--- src/rtl/fx2_pkg.sv ---
// Shared types and defaults for the FX2 EP6 slave-FIFO writer.
// Optional packet commit (PKTEND on idle timeout) is enabled by defining FX2_PKTEND_EN.
package fx2_pkg;

    typedef enum logic [2:0] {
        S_IDLE     = 3'd0,
        S_SETUP    = 3'd1,
        S_WR_LOW   = 3'd2,
        S_WR_HIGH  = 3'd3,
        S_PKT_LOW  = 3'd4,
        S_PKT_HIGH = 3'd5
    } fx2_state_e;

    // FIFOADR[1:0] selecting endpoint 6
    localparam logic [1:0] EP6_ADDR = 2'b10;

    localparam int DEF_FIFO_AW     = 4;
    localparam int DEF_WR_LOW_CYC  = 3;
    localparam int DEF_WR_HIGH_CYC = 4;
    localparam int DEF_PKT_TIMEOUT = 1024;

    localparam int TIMER_W = 8;

    // Terminal value of a phase timer that starts at zero and lasts cyc cycles.
    function automatic logic [TIMER_W-1:0] phase_last(input int cyc);
        return TIMER_W'(cyc - 1);
    endfunction

endpackage

--- src/rtl/fx2_byte_fifo.sv ---
// Byte-wide synchronous FIFO, depth 2^AW, with full/empty from extended pointers.
module fx2_byte_fifo
    import fx2_pkg::*;
#(
    parameter int AW = DEF_FIFO_AW
) (
    input  logic       clk,
    input  logic       rst,
    input  logic       push,
    input  logic [7:0] wdata,
    input  logic       pop,
    output logic [7:0] rdata,
    output logic       full,
    output logic       empty
);

    localparam int DEPTH = 1 << AW;

    logic [7:0]  r_mem [DEPTH];
    logic [AW:0] r_wr_ptr;
    logic [AW:0] r_rd_ptr;
    logic        w_do_push;
    logic        w_do_pop;

    assign full      = (r_wr_ptr[AW] != r_rd_ptr[AW]) &&
                       (r_wr_ptr[AW-1:0] == r_rd_ptr[AW-1:0]);
    assign empty     = (r_wr_ptr == r_rd_ptr);
    assign w_do_push = push && !full;
    assign w_do_pop  = pop && !empty;
    assign rdata     = r_mem[r_rd_ptr[AW-1:0]];

    // Storage array; no reset needed because the pointers qualify every read.
    always_ff @(posedge clk) begin
        if (w_do_push) begin
            r_mem[r_wr_ptr[AW-1:0]] <= wdata;
        end
    end

    // Read/write pointers, one bit wider than the address to tell full from empty.
    always_ff @(posedge clk) begin
        if (rst) begin
            r_wr_ptr <= '0;
            r_rd_ptr <= '0;
        end else begin
            if (w_do_push) begin
                r_wr_ptr <= r_wr_ptr + {{AW{1'b0}}, 1'b1};
            end
            if (w_do_pop) begin
                r_rd_ptr <= r_rd_ptr + {{AW{1'b0}}, 1'b1};
            end
        end
    end

endmodule

--- src/rtl/fx2_ep6_writer.sv ---
// Fabric byte stream -> FX2 EP6 asynchronous slave-FIFO writes, throttled by FLAGB.
// Define FX2_PKTEND_EN to commit short packets with PKTEND after PKT_TIMEOUT idle cycles.
module fx2_ep6_writer
    import fx2_pkg::*;
#(
    parameter int FIFO_AW     = DEF_FIFO_AW,
    parameter int WR_LOW_CYC  = DEF_WR_LOW_CYC,
`ifdef FX2_PKTEND_EN
    parameter int PKT_TIMEOUT = DEF_PKT_TIMEOUT,
`endif
    parameter int WR_HIGH_CYC = DEF_WR_HIGH_CYC
) (
    input  logic        sys_clk,
    input  logic        sys_rst,
    input  logic [7:0]  in_data,
    input  logic        in_valid,
    output logic        in_ready,
    output logic [7:0]  cy_fd_out,
    output logic        cy_fd_oe,
    input  logic        cy_to_fpga_CTL1_FLAGB,
    output logic        cy_from_fpga_RDY1_SLWR,
    output logic        cy_from_fpga_RDY0_SLRD,
    output logic        cy_from_fpga_A2_SLOE,
    output logic        cy_from_fpga_A4_FIFOADR0,
    output logic        cy_from_fpga_A5_FIFOADR1,
    output logic        cy_from_fpga_A6_PKTEND,
    output logic        busy,
    output logic [31:0] bytes_sent
);

    localparam logic [TIMER_W-1:0] LOW_LAST  = phase_last(WR_LOW_CYC);
    localparam logic [TIMER_W-1:0] HIGH_LAST = phase_last(WR_HIGH_CYC);

    fx2_state_e         r_state;
    logic [TIMER_W-1:0] r_timer;
    logic [7:0]         r_fd_out;
    logic               r_fd_oe;
    logic               r_slwr;
    logic               r_pktend;
    logic               r_ready_en;
    logic [31:0]        r_bytes_sent;
    logic               r_flag_meta;
    logic               r_full_n_s;

    logic               w_full;
    logic               w_empty;
    logic               w_push;
    logic               w_pop;
    logic [7:0]         w_rd_data;
    logic               w_wr_done;
    logic               w_pkt_due;

    assign w_push    = in_valid && in_ready;
    assign w_pop     = (r_state == S_IDLE) && !w_empty && r_full_n_s;
    assign w_wr_done = (r_state == S_WR_LOW) && (r_timer == LOW_LAST);

    fx2_byte_fifo #(
        .AW (FIFO_AW)
    ) u_fifo (
        .clk   (sys_clk),
        .rst   (sys_rst),
        .push  (w_push),
        .wdata (in_data),
        .pop   (w_pop),
        .rdata (w_rd_data),
        .full  (w_full),
        .empty (w_empty)
    );

    // FLAGB arrives asynchronously from the FX2; two flops before use.
    always_ff @(posedge sys_clk) begin
        if (sys_rst) begin
            r_flag_meta <= 1'b0;
            r_full_n_s  <= 1'b0;
        end else begin
            r_flag_meta <= cy_to_fpga_CTL1_FLAGB;
            r_full_n_s  <= r_flag_meta;
        end
    end

`ifdef FX2_PKTEND_EN
    localparam int IDLE_W = $clog2(PKT_TIMEOUT + 1);
    localparam logic [IDLE_W-1:0] IDLE_LAST = IDLE_W'(PKT_TIMEOUT - 1);

    logic [IDLE_W-1:0] r_idle_cnt;
    logic              r_pend;
    logic              w_idle_cnting;

    assign w_idle_cnting = (r_state == S_IDLE) && w_empty && r_pend;
    assign w_pkt_due     = w_idle_cnting && r_full_n_s && (r_idle_cnt == IDLE_LAST);

    // Idle timer saturates at its terminal count while the FX2 reports full.
    always_ff @(posedge sys_clk) begin
        if (sys_rst) begin
            r_idle_cnt <= '0;
            r_pend     <= 1'b0;
        end else begin
            if (w_push || !w_idle_cnting || w_pkt_due) begin
                r_idle_cnt <= '0;
            end else if (r_idle_cnt != IDLE_LAST) begin
                r_idle_cnt <= r_idle_cnt + IDLE_W'(1);
            end else begin
                r_idle_cnt <= r_idle_cnt;
            end
            if (w_wr_done) begin
                r_pend <= 1'b1;
            end else if (w_pkt_due) begin
                r_pend <= 1'b0;
            end else begin
                r_pend <= r_pend;
            end
        end
    end
`else
    assign w_pkt_due = 1'b0;
`endif

    // Strobe sequencer: pop, data setup, SLWR low/high phases, optional PKTEND.
    always_ff @(posedge sys_clk) begin
        if (sys_rst) begin
            r_state      <= S_IDLE;
            r_timer      <= '0;
            r_fd_out     <= 8'h00;
            r_fd_oe      <= 1'b0;
            r_bytes_sent <= 32'd0;
        end else begin
            case (r_state)
                S_IDLE: begin
                    if (w_pop) begin
                        r_fd_out <= w_rd_data;
                        r_fd_oe  <= 1'b1;
                        r_state  <= S_SETUP;
                    end else if (w_pkt_due) begin
                        r_fd_oe  <= 1'b0;
                        r_timer  <= '0;
                        r_state  <= S_PKT_LOW;
                    end else begin
                        r_fd_oe  <= 1'b0;
                    end
                end
                S_SETUP: begin
                    r_timer <= '0;
                    r_state <= S_WR_LOW;
                end
                S_WR_LOW: begin
                    if (w_wr_done) begin
                        r_timer      <= '0;
                        r_bytes_sent <= r_bytes_sent + 32'd1;
                        r_state      <= S_WR_HIGH;
                    end else begin
                        r_timer <= r_timer + TIMER_W'(1);
                    end
                end
                S_WR_HIGH: begin
                    if (r_timer == HIGH_LAST) begin
                        r_timer <= '0;
                        r_state <= S_IDLE;
                    end else begin
                        r_timer <= r_timer + TIMER_W'(1);
                    end
                end
                S_PKT_LOW: begin
                    if (r_timer == LOW_LAST) begin
                        r_timer <= '0;
                        r_state <= S_PKT_HIGH;
                    end else begin
                        r_timer <= r_timer + TIMER_W'(1);
                    end
                end
                S_PKT_HIGH: begin
                    if (r_timer == HIGH_LAST) begin
                        r_timer <= '0;
                        r_state <= S_IDLE;
                    end else begin
                        r_timer <= r_timer + TIMER_W'(1);
                    end
                end
                default: begin
                    r_timer <= '0;
                    r_fd_oe <= 1'b0;
                    r_state <= S_IDLE;
                end
            endcase
        end
    end

    // Pin strobes are decoded from state one cycle late, giving the FD setup margin.
    always_ff @(posedge sys_clk) begin
        if (sys_rst) begin
            r_slwr     <= 1'b1;
            r_pktend   <= 1'b1;
            r_ready_en <= 1'b0;
        end else begin
            r_slwr     <= (r_state != S_WR_LOW);
`ifdef FX2_PKTEND_EN
            r_pktend   <= (r_state != S_PKT_LOW);
`else
            r_pktend   <= 1'b1;
`endif
            r_ready_en <= 1'b1;
        end
    end

    assign in_ready                 = r_ready_en && !w_full;
    assign busy                     = !w_empty || (r_state != S_IDLE);
    assign bytes_sent               = r_bytes_sent;
    assign cy_fd_out                = r_fd_out;
    assign cy_fd_oe                 = r_fd_oe;
    assign cy_from_fpga_RDY1_SLWR   = r_slwr;
    assign cy_from_fpga_A6_PKTEND   = r_pktend;
    assign cy_from_fpga_RDY0_SLRD   = 1'b1;
    assign cy_from_fpga_A2_SLOE     = 1'b1;
    assign cy_from_fpga_A4_FIFOADR0 = EP6_ADDR[0];
    assign cy_from_fpga_A5_FIFOADR1 = EP6_ADDR[1];

endmodule

--- config.mk ---
export PLATFORM = sky130hd
export DESIGN_NAME = fx2_ep6_writer
export DESIGN_NICKNAME = d
export VERILOG_FILES = /design/src/rtl/fx2_pkg.sv /design/src/rtl/fx2_byte_fifo.sv /design/src/rtl/fx2_ep6_writer.sv
export SDC_FILE = /design/constraint.sdc
export NUM_CORES = 1
export LEC_CHECK = 0
export BUFFER_PORTS_ARGS = -buffer_cell sky130_fd_sc_hd__buf_2
export CAP_MARGIN = 20
export CORE_ASPECT_RATIO = 0.75
export CORE_MARGIN = 1.5
export CORE_UTILIZATION = 40
export DETAILED_ROUTE_END_ITERATION = 8
export GPL_TIMING_DRIVEN = 0
export SETUP_SLACK_MARGIN = 0.05
export SLEW_MARGIN = 40
export SYNTH_ARGS = -nofsm -noshare
export SYNTH_HDL_FRONTEND = slang
export SYNTH_SLANG_ARGS = --single-unit
export TNS_END_PERCENT = 100
--- constraint.sdc ---
create_clock -name sys_clk -period 3.31 [get_ports sys_clk]
set_input_delay 0.1655 -clock sys_clk [delete_from_list [all_inputs] [get_ports sys_clk]]
set_output_delay 0.1655 -clock sys_clk [all_outputs]
set_load 0.02 [all_outputs]
# == Word-level counts from Yosys, hierarchy flattened ==
# Memories as Yosys holds them, arrays and structs flattened. A register that Yosys moved wholly into a read port is not among the register bits.
# Index checks and enable logic that the tools add are counted.
# totals
ff_bits,58
mem_bits_rw,128
in_bits,12
wordCells,62
n_memories,1
# memory_table
name,depth,width,read_ports,rd_ports_with_merged_regs,wr,line_no,text
u_fifo.r_mem,16,8,1,1,1,fx2_byte_fifo.sv:19,logic [7:0] r_mem [DEPTH];
# op_classes
add_sub_neg,4
eq_ne,15
mux,14
reduce_logical,18
# ops
cell,n
adder 32 x 1 -> 32 bit (second input constant),1
case mux 8 bit (4 select lines),1
two-way mux 8 bit,3
equality test 8 x 2 -> 1 bit (second input constant),2
case mux 3 bit (5 select lines),1
two-way mux 3 bit,4
adder 5 x 1 -> 5 bit (second input constant),2
adder 8 x 1 -> 8 bit (second input constant),1
logical AND 1 bit,8
equality test 3 x 2 -> 1 bit (second input constant),2
equality test 3 bit (second input constant),2
equality test 5 bit,1
OR reduction 5 bit,1
equality test 4 bit,1
two-way mux 1 bit,4
!= test 2 x 1 -> 1 bit (second input constant),2
!= test 2 bit (second input constant),2
AND reduction 2 bit,2
AND reduction 4 bit,1
equality test 3 x 1 -> 1 bit (second input constant),1
logical NOT 3 bit,1
!= test 3 x 2 -> 1 bit (second input constant),1
nonzero test 3 bit,1
logical NOT 1 bit,2
other kinds (4),4

# == Depth between registers and ports, before layout ==
# logic_depth
ltp_word,8
mapped_depth,9
depth_no_buf,7

# == Cells and area by module ==
# Synthesis repeated with hierarchy kept, for this count alone.
# hier_totals
cells_unflattened,607
area_unflattened_um2,8614.5
# modules_own_cells
module,instances,cells_each,area_per_inst_um2,seq_area_each_um2
fx2_byte_fifo,1,279,5838.1,4124.0
fx2_ep6_writer,1,328,2776.4,1121.1

# == Worst setup path before layout ==
# No wires, ideal clock.
# synth_path
kind,reg-to-reg
from,reg u_fifo.r_rd_ptr[1]
to,mem u_fifo.r_mem[3][0] (enable)
setup_ns,0.383
t_arrival_ns,2.024
path_slack_ns,0.903
stages_incl_launch_ff,7
synth_period_minus_slack_ns,2.407
cell_sequence,dfxtp_1 buf_2 xor2_1 nor4_4 a21oi_1 nand2_1 nor3_1
# synth_between
elab_chain_len,8
# synth_rtl
item,line_no,text
"start, declared",fx2_byte_fifo.sv:21,logic [AW:0] r_rd_ptr;
"start signal, assigned",fx2_byte_fifo.sv:49,"r_rd_ptr <= r_rd_ptr + {{AW{1'b0}}, 1'b1};"
equality test 4 bit *,fx2_byte_fifo.sv:26,(r_wr_ptr[AW-1:0] == r_rd_ptr[AW-1:0]);
logical AND 1 bit *,fx2_byte_fifo.sv:25,assign full = (r_wr_ptr[AW] != r_rd_ptr[AW]) &&
logical NOT 1 bit *,"fx2_byte_fifo.sv:28, fx2_ep6_writer.sv:204",
logical AND 1 bit,fx2_ep6_writer.sv:204,assign in_ready = r_ready_en && !w_full;
logical AND 1 bit,fx2_ep6_writer.sv:53,assign w_push = in_valid && in_ready;
logical AND 1 bit *,fx2_byte_fifo.sv:28,assign w_do_push = push && !full;
two-way mux 1 bit *,fx2_byte_fifo.sv:34,if (w_do_push) begin
two-way mux 1 bit (not written as such) *,fx2_byte_fifo.sv:35,r_mem[r_wr_ptr[AW-1:0]] <= wdata;
"end, declared",fx2_byte_fifo.sv:19,
# Mark *: on every way between the ends. The rest lies on a longest branch, timed or not.

# == Worst setup path after layout ==
# layout_path
from,reg u_fifo.r_wr_ptr[3]
to,mem u_fifo.r_mem[5][7] (enable)
# layout_between
elab_chain_len,8
# layout_rtl
item,line_no,text
"start, declared",fx2_byte_fifo.sv:20,logic [AW:0] r_wr_ptr;
"start signal, assigned",fx2_byte_fifo.sv:46,"r_wr_ptr <= r_wr_ptr + {{AW{1'b0}}, 1'b1};"
equality test 4 bit,fx2_byte_fifo.sv:26,
logical AND 1 bit,fx2_byte_fifo.sv:25,
logical NOT 1 bit,"fx2_byte_fifo.sv:28, fx2_ep6_writer.sv:204",
logical AND 1 bit,fx2_ep6_writer.sv:204,
logical AND 1 bit,fx2_ep6_writer.sv:53,
logical AND 1 bit,fx2_byte_fifo.sv:28,
two-way mux 1 bit,fx2_byte_fifo.sv:34,
two-way mux 1 bit (not written as such),fx2_byte_fifo.sv:35,
# Parallel ways exist; a longest one is shown, timed or not.

==> metrics.md <==
| Metric | Value |
|---|---|
| Comb power frac | 3.2% |
| Area growth from synthesis to layout | 15.1% |
| Endpoints failing hold | 0 |
| Asr flop ratio synth | 0% |
| Status | completed |
| Critical Path RT | 3.38 ns |
| Psw | 1.07 mW |
| Post-DP HPWL | 12400 um |
| CP max-delay cell | a21oi_1 |
| Crit end category | flop |
| Layout cells sized above 1 | 21.9% |
| Post-detailed-route via-to-cell ratio | 5.50 |
| Clk buf depth | 2 |
| Post-CTS setup buffers | 0 |
| Num CTS Buffers | 17 |
| Syn Area/Cell | 14.0 um2 |
| Setup violations, final | 0 |
| Sequential group share of total power | 53.6% |
| Final Slew Violations | 0 |
| Global-route usage over all layers | 17.9% |
| Vias in the first global route | 4883 |
| Ys flop type | edfxtp_1 |
| Inst Count DP | 891 |
| Clock share of power | 43.3% |
| DIE HEIGHT | 126 um |
| Core area | 19600 um2 |
| Fin crit share | 88.9% |
| Crit-path max cell delay | 0.60 ns |
| Post-CTS Hold Fix Bufs | 1 |
| Row cnt | 44 |
| CTS tree | built |
| Cells after Synth | 579 |
| DRT antenna net count | 0 |
| Fmax | 340 MHz |
| Mapped Area | 8110 um2 |
| Switching Share | 22.1% |
| Hold WS | 0.119 ns |
| Critical Path AT | 3.01 ns |
| CTS HTree Levels | 4 |
| FF+latch count, synth | 194 |
| Ports | 61 |
| PostCTS Resize Cnt | 0 |
| Synth cell types | 51 |
| Non-Filler Instances | 924 |
| Largest net degree at the start of global routing | 19 |
| Num Clock Sinks | 194 |
| Crit path cell chain | clkbuf_1 > xor2_1 > nor4_4 > a21oi_1 > clkbuf_1 > and3_1 |
| Global-route wire length before repair | 28000 um |
| Pwr dens | 520 nW/um2 |
| Crit-path max FO | 10 |
| Post-route DRC | 0 |
| Filler instances | 1734 |
| Max cap viols | 0 |
| Minimum clock period | 2.94 ns |
| Antenna violations before repair | 0 |
| DIE AREA | 21100 um2 |
| N_diodes | 0 |
| Placer Congestion | 0.790 |
| Iteration-0 DRC count of the detailed router | 565 |
| CP startpoint kind | flop |
| Clock Skew | 0.0143 ns |
| Worst-Skew Late Latency | 0.44 ns |
| Crit path kind | reg2reg |
| VDD IR max | 248 uV |
| Placed Instance Area | 8720 um2 |
| PortBufs | 55 |
| Die X | 167 um |
| Sequential fraction of the synthesis area | 63.7% |
| Drt pass-1 iters | 5 |
| RSZ-0062 raised after global routing | no |
| DRT Wirelength | 18200 um |
| Power Total | 4.86 mW |
| Internal Power | 3.78 mW |
| Post-synth EDFFs | 128 |
| Wire per inst | 19.7 um |
| Clk root buf | clkbuf_16 |
| Slew HR | 47.8% |
| YS warnings | 0 |
| Initial Utilization | 41.4% |
| Setup TNS | 0 ns |
| Leakage | 3.29 nW |
| Vias | 5082 |
| Worst Hold Class | in2reg |
| Gr ovfl total | 0 |
| Final nets | 678 |
| Slew @ Worst Pin | 0.783 ns |
| Most frequent CP cell | clkbuf_1 |
| Design area | 9330 um2 |
| Clock transition at path regs | 0.08 ns |
placed cells by master (no fill, tap or decap), types with 5 or more instances in the layout:
cell type and instances:
edfxtp_1 128, dfxtp_1 66, buf_2 62, nor2_1 44, mux4_2 30, nand2_1 21
clkbuf_1 20, xor2_1 19, nand4_1 19, and3_1 19, xnor2_1 19, a21oi_1 18
nand3_1 18, clkbuf_16 17, o21ai_0 15, a22oi_1 15, inv_1 10, and2_1 9
nor2b_1 8, or3_1 8, a31oi_1 8, ha_1 8, buf_4 7, mux2i_1 7
and4_1 5, nor4_1 5, conb_1 5, inv_6 5
registers in the layout, summed over array words and instances (netlist names):
register / flops
u_fifo.r_mem: 128
cy_from_fpga_RDY1_SLWR: 1
cy_fd_out: 8
r_full_n_s: 1
u_fifo.r_wr_ptr: 5
cy_fd_oe: 1
bytes_sent: 32
r_state: 3
r_ready_en: 1
u_fifo.r_rd_ptr: 5
r_timer: 8
r_flag_meta: 1
logic make-up after synthesis:
family          share of synthesized area, %
compound gates                          5.67
xor+xnor                                4.11
fa+ha+maj                               1.23
buf+inv                                 2.89
flops                                   63.7
mux                                     9.62
other cells                           0.0927
simple gates                            12.7
power by group through the flow:
stage / clock (mW) / sequential, mW / combinational, mW
finish: 2.10 / 2.60 / 0.153
global route: 2.23 / 2.60 / 0.167
CTS: 2.13 / 2.60 / 0.154
detailed placement: 0 / 2.66 / 0.152
global placement: 0 / 2.66 / 0.147
floorplan: 0 / 2.66 / 0.0831
worst paths after layout:
| kind | from | endpoint | slack (ns) | cells after the start |
|---|---|---|---|---|
| worst min-delay path | in_data[1] | u_fifo.r_mem[14][1] | 0.12 | 1 |
| worst max register to register | u_fifo.r_wr_ptr[3] | u_fifo.r_mem[5][7] | 0.37 | 6 |
| worst min register to register | r_flag_meta | r_full_n_s | 0.45 | 1 |
| worst max-delay path | u_fifo.r_wr_ptr[3] | u_fifo.r_mem[5][7] | 0.37 | 6 |
worst max-delay path: cells and delay by family, from the launching register on:
family	cells	cell delay, ns
AND/OR/NAND/NOR	2	0.70
buffers and inverters	2	0.65
AO/OA/AOI/OAI	1	0.60
flip-flops	1	0.33
XOR/XNOR	1	0.29
per-layer routing:
metal,global-route usage [%],wire [um],up-vias,share of wire (%)
li1,-,-,2360,-
met1,25.6,8710,2577,48
met2,27.3,8290,129,46
met3,3.58,934,16,5.1
met4,5.99,274,0,1.5
met5,0,0,-,0
cells in the mapped netlist (all sizes together), types with 5 or more instances:
cell type  number  area [um2]
o21ai          16        80.1
and3           20         126
xor2           19         166
nand4          21         161
mux4           30         676
nor2           44         165
a22oi          15         113
xnor2          19         166
a31oi           8        50.1
or4             5        41.3
ha              8         100
a21oi          19        95.1
buf            18         129
mux2i           7        70.1
nand2          21        78.8
edfxtp        128        3840
and2           10        63.8
nand3          19         108
and4            5        43.8
inv            10        37.5
dfxtp          66        1320
nor2b           8        50.1
clkbuf         18        67.6
or3             9        57.6
nor3            5        25.0
nor4            7        73.8
cell type report:
class / instances / area [um2] / share of cell area, %
multi-input combinational: 342 / 2730 / 29.2
buffer: 36 / 196 / 2.10
clock buffer: 19 / 433 / 4.64
clock inverter: 13 / 165 / 1.77
tap: 253 / 317 / 3.39
timing repair buffer: 57 / 293 / 3.14
sequential: 194 / 5160 / 55.3
inverter: 10 / 37.5 / 0.402
per-stage QoR:
stage,util [%],setup WS (ns)
6_report,47.6,0.368
5_1_grt,47.6,0.186
4_1_cts,47.6,0.356
3_5_place_dp,44.5,0.392
3_3_place_gp,44.4,-0.228
2_1_floorplan,-,0.903
Note: power is estimated with default switching activity, not from simulation.
